<file path="src/rtl/t03_mem_pkg.sv">
// Shared types and constants for the t03 data-memory controller.
// Optional watchdog build macro: T03_DATA_MEM_TIMEOUT_EN.
package t03_mem_pkg;

    typedef enum logic [1:0] {
        IDLE = 2'd0,
        BUSY = 2'd1,
        DONE = 2'd2
    } state_t;

    localparam logic [3:0]  SEL_WORD          = 4'b1111;
    localparam logic [3:0]  SEL_BYTE0         = 4'b0001;
    localparam logic [31:0] TIMEOUT_ERR_VALUE = 32'hDEADBEEF;

endpackage

</file>
<file path="src/rtl/t03_byte_lane.sv">
// Byte-lane steering: store lane enables/replication and load byte extraction.
// Purely combinational; shared between issue and completion.
module t03_byte_lane
    import t03_mem_pkg::*;
(
    input  logic [1:0]  addr,
    input  logic        is_byte,
    input  logic [31:0] store_data,
    input  logic [31:0] rdata,
    output logic [3:0]  sel,
    output logic [31:0] wdata,
    output logic [31:0] load_val
);

    always_comb begin
        sel      = SEL_WORD;
        wdata    = store_data;
        load_val = rdata;
        if (is_byte) begin
            sel      = SEL_BYTE0 << addr;
            wdata    = {4{store_data[7:0]}};
            load_val = {24'b0, rdata[8*addr +: 8]};
        end
    end

endmodule

</file>
<file path="src/rtl/t03_data_mem_ctrl.sv">
// Memory-stage controller: one outstanding req/ack transaction, core stalled until done.
// Define T03_DATA_MEM_TIMEOUT_EN to add the BUSY watchdog and mem_error output.
module t03_data_mem_ctrl
    import t03_mem_pkg::*;
#(
    parameter int ADDR_W         = 32,
    parameter int TIMEOUT_CYCLES = 64
) (
    input  logic              clk,
    input  logic              nRst,
    input  logic              mem_read,
    input  logic              mem_write,
    input  logic              load_byte,
    input  logic              store_byte,
    input  logic [31:0]       address,
    input  logic [31:0]       store_data,
    input  logic [31:0]       bus_rdata,
    input  logic              bus_ack,
    output logic              bus_req,
    output logic              bus_we,
    output logic [ADDR_W-1:0] bus_addr,
    output logic [31:0]       bus_wdata,
    output logic [3:0]        bus_sel,
    output logic [31:0]       memory_value,
`ifdef T03_DATA_MEM_TIMEOUT_EN
    output logic              mem_error,
`endif
    output logic              mem_stall
);

    if (TIMEOUT_CYCLES < 1) begin : g_bad_timeout
        $error("TIMEOUT_CYCLES must be at least 1");
    end

    state_t      state, state_nxt;
    logic        issue;
    logic        byte_q;
    logic [1:0]  lane_q;
    logic [1:0]  lane_addr;
    logic        lane_byte;
    logic [3:0]  lane_sel;
    logic [31:0] lane_wdata;
    logic [31:0] lane_load;
    logic        timeout;

    assign issue = (state == IDLE) && (mem_read || mem_write);

    // At issue the lane logic sees live inputs; afterwards it sees the latched lane for load extraction.
    assign lane_addr = (state == IDLE) ? address[1:0] : lane_q;
    assign lane_byte = (state == IDLE) ? (mem_write ? store_byte : load_byte) : byte_q;

    t03_byte_lane u_lane (
        .addr       (lane_addr),
        .is_byte    (lane_byte),
        .store_data (store_data),
        .rdata      (bus_rdata),
        .sel        (lane_sel),
        .wdata      (lane_wdata),
        .load_val   (lane_load)
    );

`ifdef T03_DATA_MEM_TIMEOUT_EN
    localparam int CNT_W = $clog2(TIMEOUT_CYCLES + 1);
    logic [CNT_W-1:0] busy_cnt;

    assign timeout = (state == BUSY) && !bus_ack && (busy_cnt == CNT_W'(TIMEOUT_CYCLES - 1));

    always_ff @(posedge clk or negedge nRst) begin
        if (!nRst) begin
            busy_cnt  <= '0;
            mem_error <= 1'b0;
        end else begin
            mem_error <= timeout;
            if (issue)
                busy_cnt <= '0;
            else if (state == BUSY)
                busy_cnt <= busy_cnt + 1'b1;
        end
    end
`else
    assign timeout = 1'b0;
`endif

    always_ff @(posedge clk or negedge nRst) begin
        if (!nRst) state <= IDLE;
        else       state <= state_nxt;
    end

    always_comb begin
        state_nxt = state;
        unique case (state)
            IDLE:    if (mem_read || mem_write) state_nxt = BUSY;
            BUSY:    if (bus_ack || timeout)    state_nxt = DONE;
            DONE:    state_nxt = IDLE;
            default: state_nxt = IDLE;
        endcase
    end

    // Stall is gated by reset so nothing is driven high while nRst is low.
    always_comb begin
        bus_req   = 1'b0;
        mem_stall = 1'b0;
        if (nRst) begin
            bus_req   = (state == BUSY);
            mem_stall = (state == BUSY) || issue;
        end
    end

    always_ff @(posedge clk or negedge nRst) begin
        if (!nRst) begin
            bus_we       <= 1'b0;
            bus_addr     <= '0;
            bus_wdata    <= '0;
            bus_sel      <= '0;
            byte_q       <= 1'b0;
            lane_q       <= '0;
            memory_value <= '0;
        end else begin
            if (issue) begin
                bus_we    <= mem_write;
                bus_addr  <= {address[ADDR_W-1:2], 2'b00};
                bus_wdata <= lane_wdata;
                bus_sel   <= lane_sel;
                byte_q    <= lane_byte;
                lane_q    <= address[1:0];
            end
            if (state == BUSY && bus_ack && !bus_we)
                memory_value <= lane_load;
            else if (timeout)
                memory_value <= TIMEOUT_ERR_VALUE;
        end
    end

endmodule
</file>
<file path="config.mk">
export PLATFORM = sky130hd
export DESIGN_NAME = t03_data_mem_ctrl
export DESIGN_NICKNAME = d
export VERILOG_FILES = /design/src/rtl/t03_mem_pkg.sv /design/src/rtl/t03_byte_lane.sv /design/src/rtl/t03_data_mem_ctrl.sv
export SDC_FILE = /design/constraint.sdc
export NUM_CORES = 1
export LEC_CHECK = 0
export CAP_MARGIN = 20
export CORE_MARGIN = 2
export CORE_UTILIZATION = 57
export CTS_CLUSTER_DIAMETER = 80
export CTS_CLUSTER_SIZE = 24
export DETAILED_ROUTE_END_ITERATION = 10
export DONT_BUFFER_PORTS = 1
export HOLD_SLACK_MARGIN = 0.05
export PLACE_DENSITY = 0.79
export SLEW_MARGIN = 5
export SYNTH_ARGS = -nofsm -noshare
export SYNTH_HDL_FRONTEND = slang
export SYNTH_SLANG_ARGS = --single-unit
</file>
<file path="constraint.sdc">
create_clock -name clk -period 1.8 [get_ports clk]
set_input_delay 0.36 -clock clk [delete_from_list [all_inputs] [get_ports clk]]
set_output_delay 0.36 -clock clk [all_outputs]
set_load 0.1 [all_outputs]
</file>
==> results.py, run 1 <==
metrics = {
    "timing": {
        "timing.final.crit_share_pct": 101,
        "rsz0062_at_grt": "yes",
        "max_freq_mhz": 552,
        "holdWs_ns": -0.319,
        "hold_viol_final": 104,
        "skew_ns": 0.0113,
        "setup_ws_ns": -0.0118,
        "worst_pin_slew_ns": 0.657,
        "max_slew_margin_pct": 56.2,
        "report.final.setup_viol": 1,
        "slew_viol_final": 0,
        "period_needed_ns": 1.81,
    },
    "final_layout": {
        "ff_latch_area_um2": 2600,
        "syn_to_final_growth_pct": 27.7,
        "layout_common_cells": "203 x nand2_1, 119 x buf_4, 103 x dfrtp_1, 32 x nand3_1, 27 x a21oi_1",
        "n_antenna_cell": 0,
        "layout-drive-gt1-share_pct": 29.6,
        "nFillCells": 556,
        "layoutNonFillerInstCount": 699,
        "multi_input_area_um2": 1830,
        "mostFrequentLayoutCell": "nand2_1",
        "nets": 695,
    },
    "critical_path": {
        "worst_ep_required_time_ns": 2.05,
        "cp_top_family": "multiplexers",
        "end_kind": "flop",
        "r2r_cells": 7,
        "cp_slowest_cell": "dfrtp_2",
        "r2r_slack_ns": -0.01,
        "critPathArrivalTime_ns": 2.06,
        "path_class": "reg -> reg",
        "path_max_fanout": 11,
        "path_cells": "or2_4 > mux2i_4 > buf_12 > buf_6 > mux2_4 > a22oi_2 > o211ai_2",
        "max_stage_delay_ns": 0.46,
        "r2r-end": "memory_value[1]$_DFFE_PN0P_",
        "start_kind": "flop",
        "crit_buf_inv": 2,
        "timing.rr.start": "state[1]$_DFFE_PN0P_",
    },
    "placed_design": {
        "place_inst": 673,
        "dp_hpwl_um": 8590,
        "portBuffers": 0,
        "place.gp.congestion": 0.824,
    },
    "logic_synthesis": {
        "yosysSeqAreaShare_pct": 57.6,
        "synth-edff-count": 0,
        "syn-cell-area_um2": 4520,
        "syn-instance-count": 486,
        "synth_area_per_cell_um2": 9.30,
        "yosys_warnings": 0,
        "ys_ff_latch": 104,
        "async_reset_ff_share_pct": 100,
        "yosysUniqueCellTypes": 37,
        "synth_flop_cell": "dfrtp_1",
    },
    "floorplan": {
        "chipWidth_um": 93.1,
        "core.rowCount": 32,
        "core_um2": 7690,
        "die_area_um2": 8660,
        "pin_count": 206,
        "die_height_um": 93.1,
        "floorplan.initialDensity_pct": 58.8,
    },
    "grt": {
        "grt.total_usage_pct": 27.7,
        "grt_overflow": 0,
        "grt_pass1_vias": 3834,
        "antenna_found_initial": 0,
        "grt_pass1_wl_um": 18700,
        "grt_max_degree": 107,
    },
    "drt": {
        "via_per_inst": 5.52,
        "route.detailed.drc": 0,
        "vias": 3856,
        "firstDrtPassIters": 6,
        "ant_nets": 0,
        "drt_iter0_drc": 193,
        "drt_wl_total_um": 12000,
        "wl_per_cell_um": 17.2,
    },
    "clock_tree": {
        "h-tree-depth": 3,
        "clockBufferDepth": 2,
        "clock-sinks": 104,
        "cts_made_buffers": 9,
        "clock_latency_ns": 0.36,
        "cts-root-buf": "clkbuf_8",
        "tritoncts": "built",
        "clk_pin_slew_ns": 0.10,
    },
    "outcome": {
        "violations": "negative hold slack, negative setup slack",
        "run_status": "finished, violations left",
    },
    "min_path": {
        "hold_path_class": "in -> async",
    },
    "job": {
        "maxCapViolCount": 0,
    },
}
kinds of logic (layout without fill, tap and decap cells):
group                  after synthesis  after routing  synth area share [%]
AO/OA/AOI/OAI                       77             77                  11.3
flip-flops                         104            104                  57.6
AND/OR/NAND/NOR                    259            259                  23.5
other                                1              2                0.0829
buffers and inverters               32            142                  3.65
multiplexers                        13             13                  3.93
stage by stage:
stage | TNS (ns) | instance area (um2) | worst slack (ns) | utilization (%)
6_report | -0.0118 | 5780 | -0.0118 | 75.1
5_1_grt | -0.286 | 5780 | -0.0731 | 75.1
4_1_cts | -0.00446 | 5670 | -0.00446 | 73.8
3_5_place_dp | 0 | 5450 | 0.0184 | 70.9
3_3_place_gp | 0 | 5450 | 0.0563 | 70.9
2_1_floorplan | -0.00814 | 4560 | -0.00814 | -
layer usage:
| layer | global-route usage [%] | vias up | share of wire [%] | wire, um |
|---|---|---|---|---|
| li1 | - | 1795 | - | - |
| met1 | 35.2 | 1836 | 38 | 4500 |
| met2 | 46.0 | 196 | 50 | 6040 |
| met3 | 6.61 | 29 | 9.7 | 1170 |
| met4 | 11.3 | 0 | 2.4 | 289 |
| met5 | 0 | - | 0 | 0 |
Yosys cell counts, drive strengths merged, types with 3 or more instances:
| master | count | area, um2 |
|---|---|---|
| nand2 | 203 | 762 |
| dfrtp | 104 | 2600 |
| nand3 | 32 | 160 |
| o21ai | 28 | 144 |
| a21oi | 27 | 135 |
| buf | 17 | 108 |
| clkbuf | 14 | 53.8 |
| mux2 | 10 | 135 |
| nor2b | 10 | 62.6 |
| a22oi | 8 | 90.1 |
| o211ai | 8 | 90.1 |
| nor2 | 6 | 25.0 |
| mux2i | 3 | 42.5 |
| nand2b | 3 | 18.8 |
worst max-delay path by stage:
stage / cells after the start / endpoint / slack, ns / startpoint
finish: 7 / memory_value[1]$_DFFE_PN0P_ / -0.01 / state[1]$_DFFE_PN0P_
global route: 7 / memory_value[1]$_DFFE_PN0P_ / -0.07 / state[0]$_DFFE_PN0P_
CTS: 4 / mem_stall / -0.004 / state[0]$_DFFE_PN0P_
detailed placement: 6 / memory_value[7]$_DFFE_PN0P_ / 0.02 / state[1]$_DFFE_PN0P_
global placement: 6 / memory_value[7]$_DFFE_PN0P_ / 0.06 / state[1]$_DFFE_PN0P_
floorplan: 4 / mem_stall / -0.008 / state[0]$_DFFE_PN0P_
area by class of cell:
class / instances / share of cell area, %
repair buffers: 125 / 17.5
clock buffers: 9 / 2.14
flip-flops and latches: 104 / 45.1
inverters: 1 / 0.0650
clock inverters: 7 / 1.32
multi-input cells: 351 / 31.7
well taps: 102 / 2.21
sequential cells by signal, indices dropped and copies added, names as in the netlist:
register,flops
bus_addr,30
bus_sel,4
bus_wdata,32
bus_we,1
byte_q,1
lane_q,2
memory_value,32
state,2
repair_timing:
action | CTS | global route
gates cloned | 0 | 1
setup buffers | 2 | 7
setup endpoints to repair | 2 | 32
resized for setup | 2 | 9
pin swaps | 2 | 2
hold endpoints to repair | 104 | 104
Power of run 1 is not shown: default switching activity piles up to over one toggle a cycle in this logic, so the estimate is an artifact.
==> run 2, diff against run 1 <==
RECOVER_POWER = 50   (was unset)
==> run 2 against run 1 <==
- the flow still finishes with violations (negative hold slack, negative setup slack)
- maximum frequency is essentially flat
- sequential share of layout area grew 0.84 points
- final cell count is the same
==> results.py, run 2 (synthesized netlist as in run 1, its figures left out) <==
metrics = {
    "final_layout": {
        "n_antenna_cell": 0,
        "fin_area_um2": 5670,
        "layout-drive-gt1-share_pct": 29.6,
        "nFillCells": 587,
        "nets": 695,
        "mostFrequentLayoutCell": "nand2_1",
        "layout_common_cells": "203 x nand2_1, 103 x dfrtp_1, 77 x buf_4, 42 x clkbuf_2, 32 x nand3_1",
        "reg_top3": "bus_wdata x32, memory_value x32, bus_addr x30",
        "syn_to_final_growth_pct": 25.4,
    },
    "timing": {
        "max_freq_mhz": 552,
        "holdWs_ns": -0.320,
        "skew_ns": 0.0114,
        "rsz0062_at_grt": "yes",
        "period_needed_ns": 1.81,
        "setup_ws_ns": -0.0117,
        "hold_viol_final": 104,
        "report.final.setup_viol": 1,
        "timing.final.crit_share_pct": 101,
        "worst_pin_slew_ns": 0.633,
        "max_slew_margin_pct": 57.8,
        "slew_viol_final": 0,
    },
    "critical_path": {
        "path_max_fanout": 11,
        "crit_buf_inv": 2,
        "timing.rr.start": "state[0]$_DFFE_PN0P_",
        "r2r_cells": 7,
        "critPathArrivalTime_ns": 2.06,
        "start_kind": "flop",
        "path_class": "reg -> reg",
        "startpoint": "state[0]$_DFFE_PN0P_",
        "endpoint": "memory_value[1]$_DFFE_PN0P_",
        "end_kind": "flop",
        "cp.depth": 7,
        "path_cells": "or2_4 > mux2i_4 > buf_12 > buf_6 > mux2_4 > a22oi_2 > o211ai_2",
        "cp_slowest_cell": "dfrtp_1",
        "cp_top_family": "multiplexers",
        "r2r-end": "memory_value[1]$_DFFE_PN0P_",
        "worst_ep_required_time_ns": 2.05,
        "max_stage_delay_ns": 0.43,
        "r2r_slack_ns": -0.01,
    },
    "floorplan": {
        "die_height_um": 93.1,
        "chipWidth_um": 93.1,
        "core.rowCount": 32,
        "die_area_um2": 8660,
        "pin_count": 206,
        "floorplan.initialDensity_pct": 58.8,
        "core_um2": 7690,
    },
    "drt": {
        "wl_per_cell_um": 17.2,
        "vias": 3842,
        "firstDrtPassIters": 5,
        "ant_nets": 0,
        "route.detailed.drc": 0,
        "drt_wl_total_um": 12000,
        "via_per_inst": 5.50,
        "drt_iter0_drc": 153,
    },
    "placed_design": {
        "place.gp.congestion": 0.824,
        "dp_hpwl_um": 8590,
        "portBuffers": 0,
        "post_dp_cell_area_um2": 5450,
    },
    "grt": {
        "met1_usage_pct": 35.2,
        "grt_overflow": 0,
        "antenna_found_initial": 0,
        "grt.total_usage_pct": 27.7,
        "grt_pass1_wl_um": 18700,
        "busiest_layer": "met2",
        "use_met3_pct": 6.61,
        "grt_util_met2_pct": 46.0,
        "grt_pass1_vias": 3834,
        "grt_max_degree": 107,
    },
    "outcome": {
        "violations": "negative hold slack, negative setup slack",
        "run_status": "finished, violations left",
    },
    "clock_tree": {
        "cts_made_buffers": 9,
        "clk_pin_slew_ns": 0.11,
        "clock_latency_ns": 0.35,
        "tritoncts": "built",
        "clockBufferDepth": 2,
        "cts-root-buf": "clkbuf_8",
        "clock-sinks": 104,
        "h-tree-depth": 3,
    },
    "job": {
        "maxCapViolCount": 0,
    },
    "min_path": {
        "hold_path_class": "in -> async",
    },
}
run 2: cell types whose count changed in the layout (fill, tap and decap cells not counted):
cell      previous run  this run
clkbuf_2             0        42
buf_4              119        77
run 2: layer usage:
layer,wire [um],up-vias
li1,-,1799
met1,4550,1828
met2,5990,184
met3,1120,31
met4,330,0
met5,0,-
run 2: area by class of cell:
cell class / count / area (um2) / area share [%]
clock buffer: 9 / 124 / 2.18
clock inverter: 7 / 76.3 / 1.35
inverter: 1 / 3.75 / 0.0662
multi-input combinational: 351 / 1830 / 32.3
sequential: 104 / 2600 / 45.9
tap: 102 / 128 / 2.25
timing repair buffer: 125 / 905 / 16.0
run 2: worst register-to-register path: cells and delay by family, from the launching register on:
| kind | cells | cell delay, ns |
|---|---|---|
| AO/OA/AOI/OAI | 2 | 0.23 |
| buffers and inverters | 2 | 0.28 |
| flip-flops | 1 | 0.43 |
| multiplexers | 2 | 0.49 |
| AND/OR/NAND/NOR | 1 | 0.28 |
run 2: worst min path at each step:
stage,startpoint,endpoint
after floorplan,nRst,bus_addr[10]$_DFFE_PN0P_
after detailed placement,nRst,bus_addr[7]$_DFFE_PN0P_
after global placement,nRst,bus_addr[8]$_DFFE_PN0P_
after CTS,nRst,memory_value[30]$_DFFE_PN0P_
final,nRst,bus_addr[7]$_DFFE_PN0P_
after global routing,nRst,bus_addr[8]$_DFFE_PN0P_
run 2: what timing repair did:
item / CTS / global route
pin swaps: 2 / 2
endpoints found under the setup margin: 2 / 32
setup buffers: 2 / 7
endpoints found under the hold margin: 104 / 104
cloned: 0 / 1
gates resized for setup: 2 / 9
run 2: stage by stage:
stage / utilization, % / setup WS (ns) / std cells / TNS, ns
6_report: 73.8 / -0.0117 / 699 / -0.0117
2_1_floorplan: - / -0.00814 / 487 / -0.00814
5_1_grt: 73.8 / -0.0731 / 699 / -0.286
3_5_place_dp: 70.9 / 0.0184 / 673 / 0
4_1_cts: 73.8 / -0.00446 / 691 / -0.00446
3_3_place_gp: 70.9 / 0.0563 / 673 / 0
Power of run 2 is left out for the same reason.
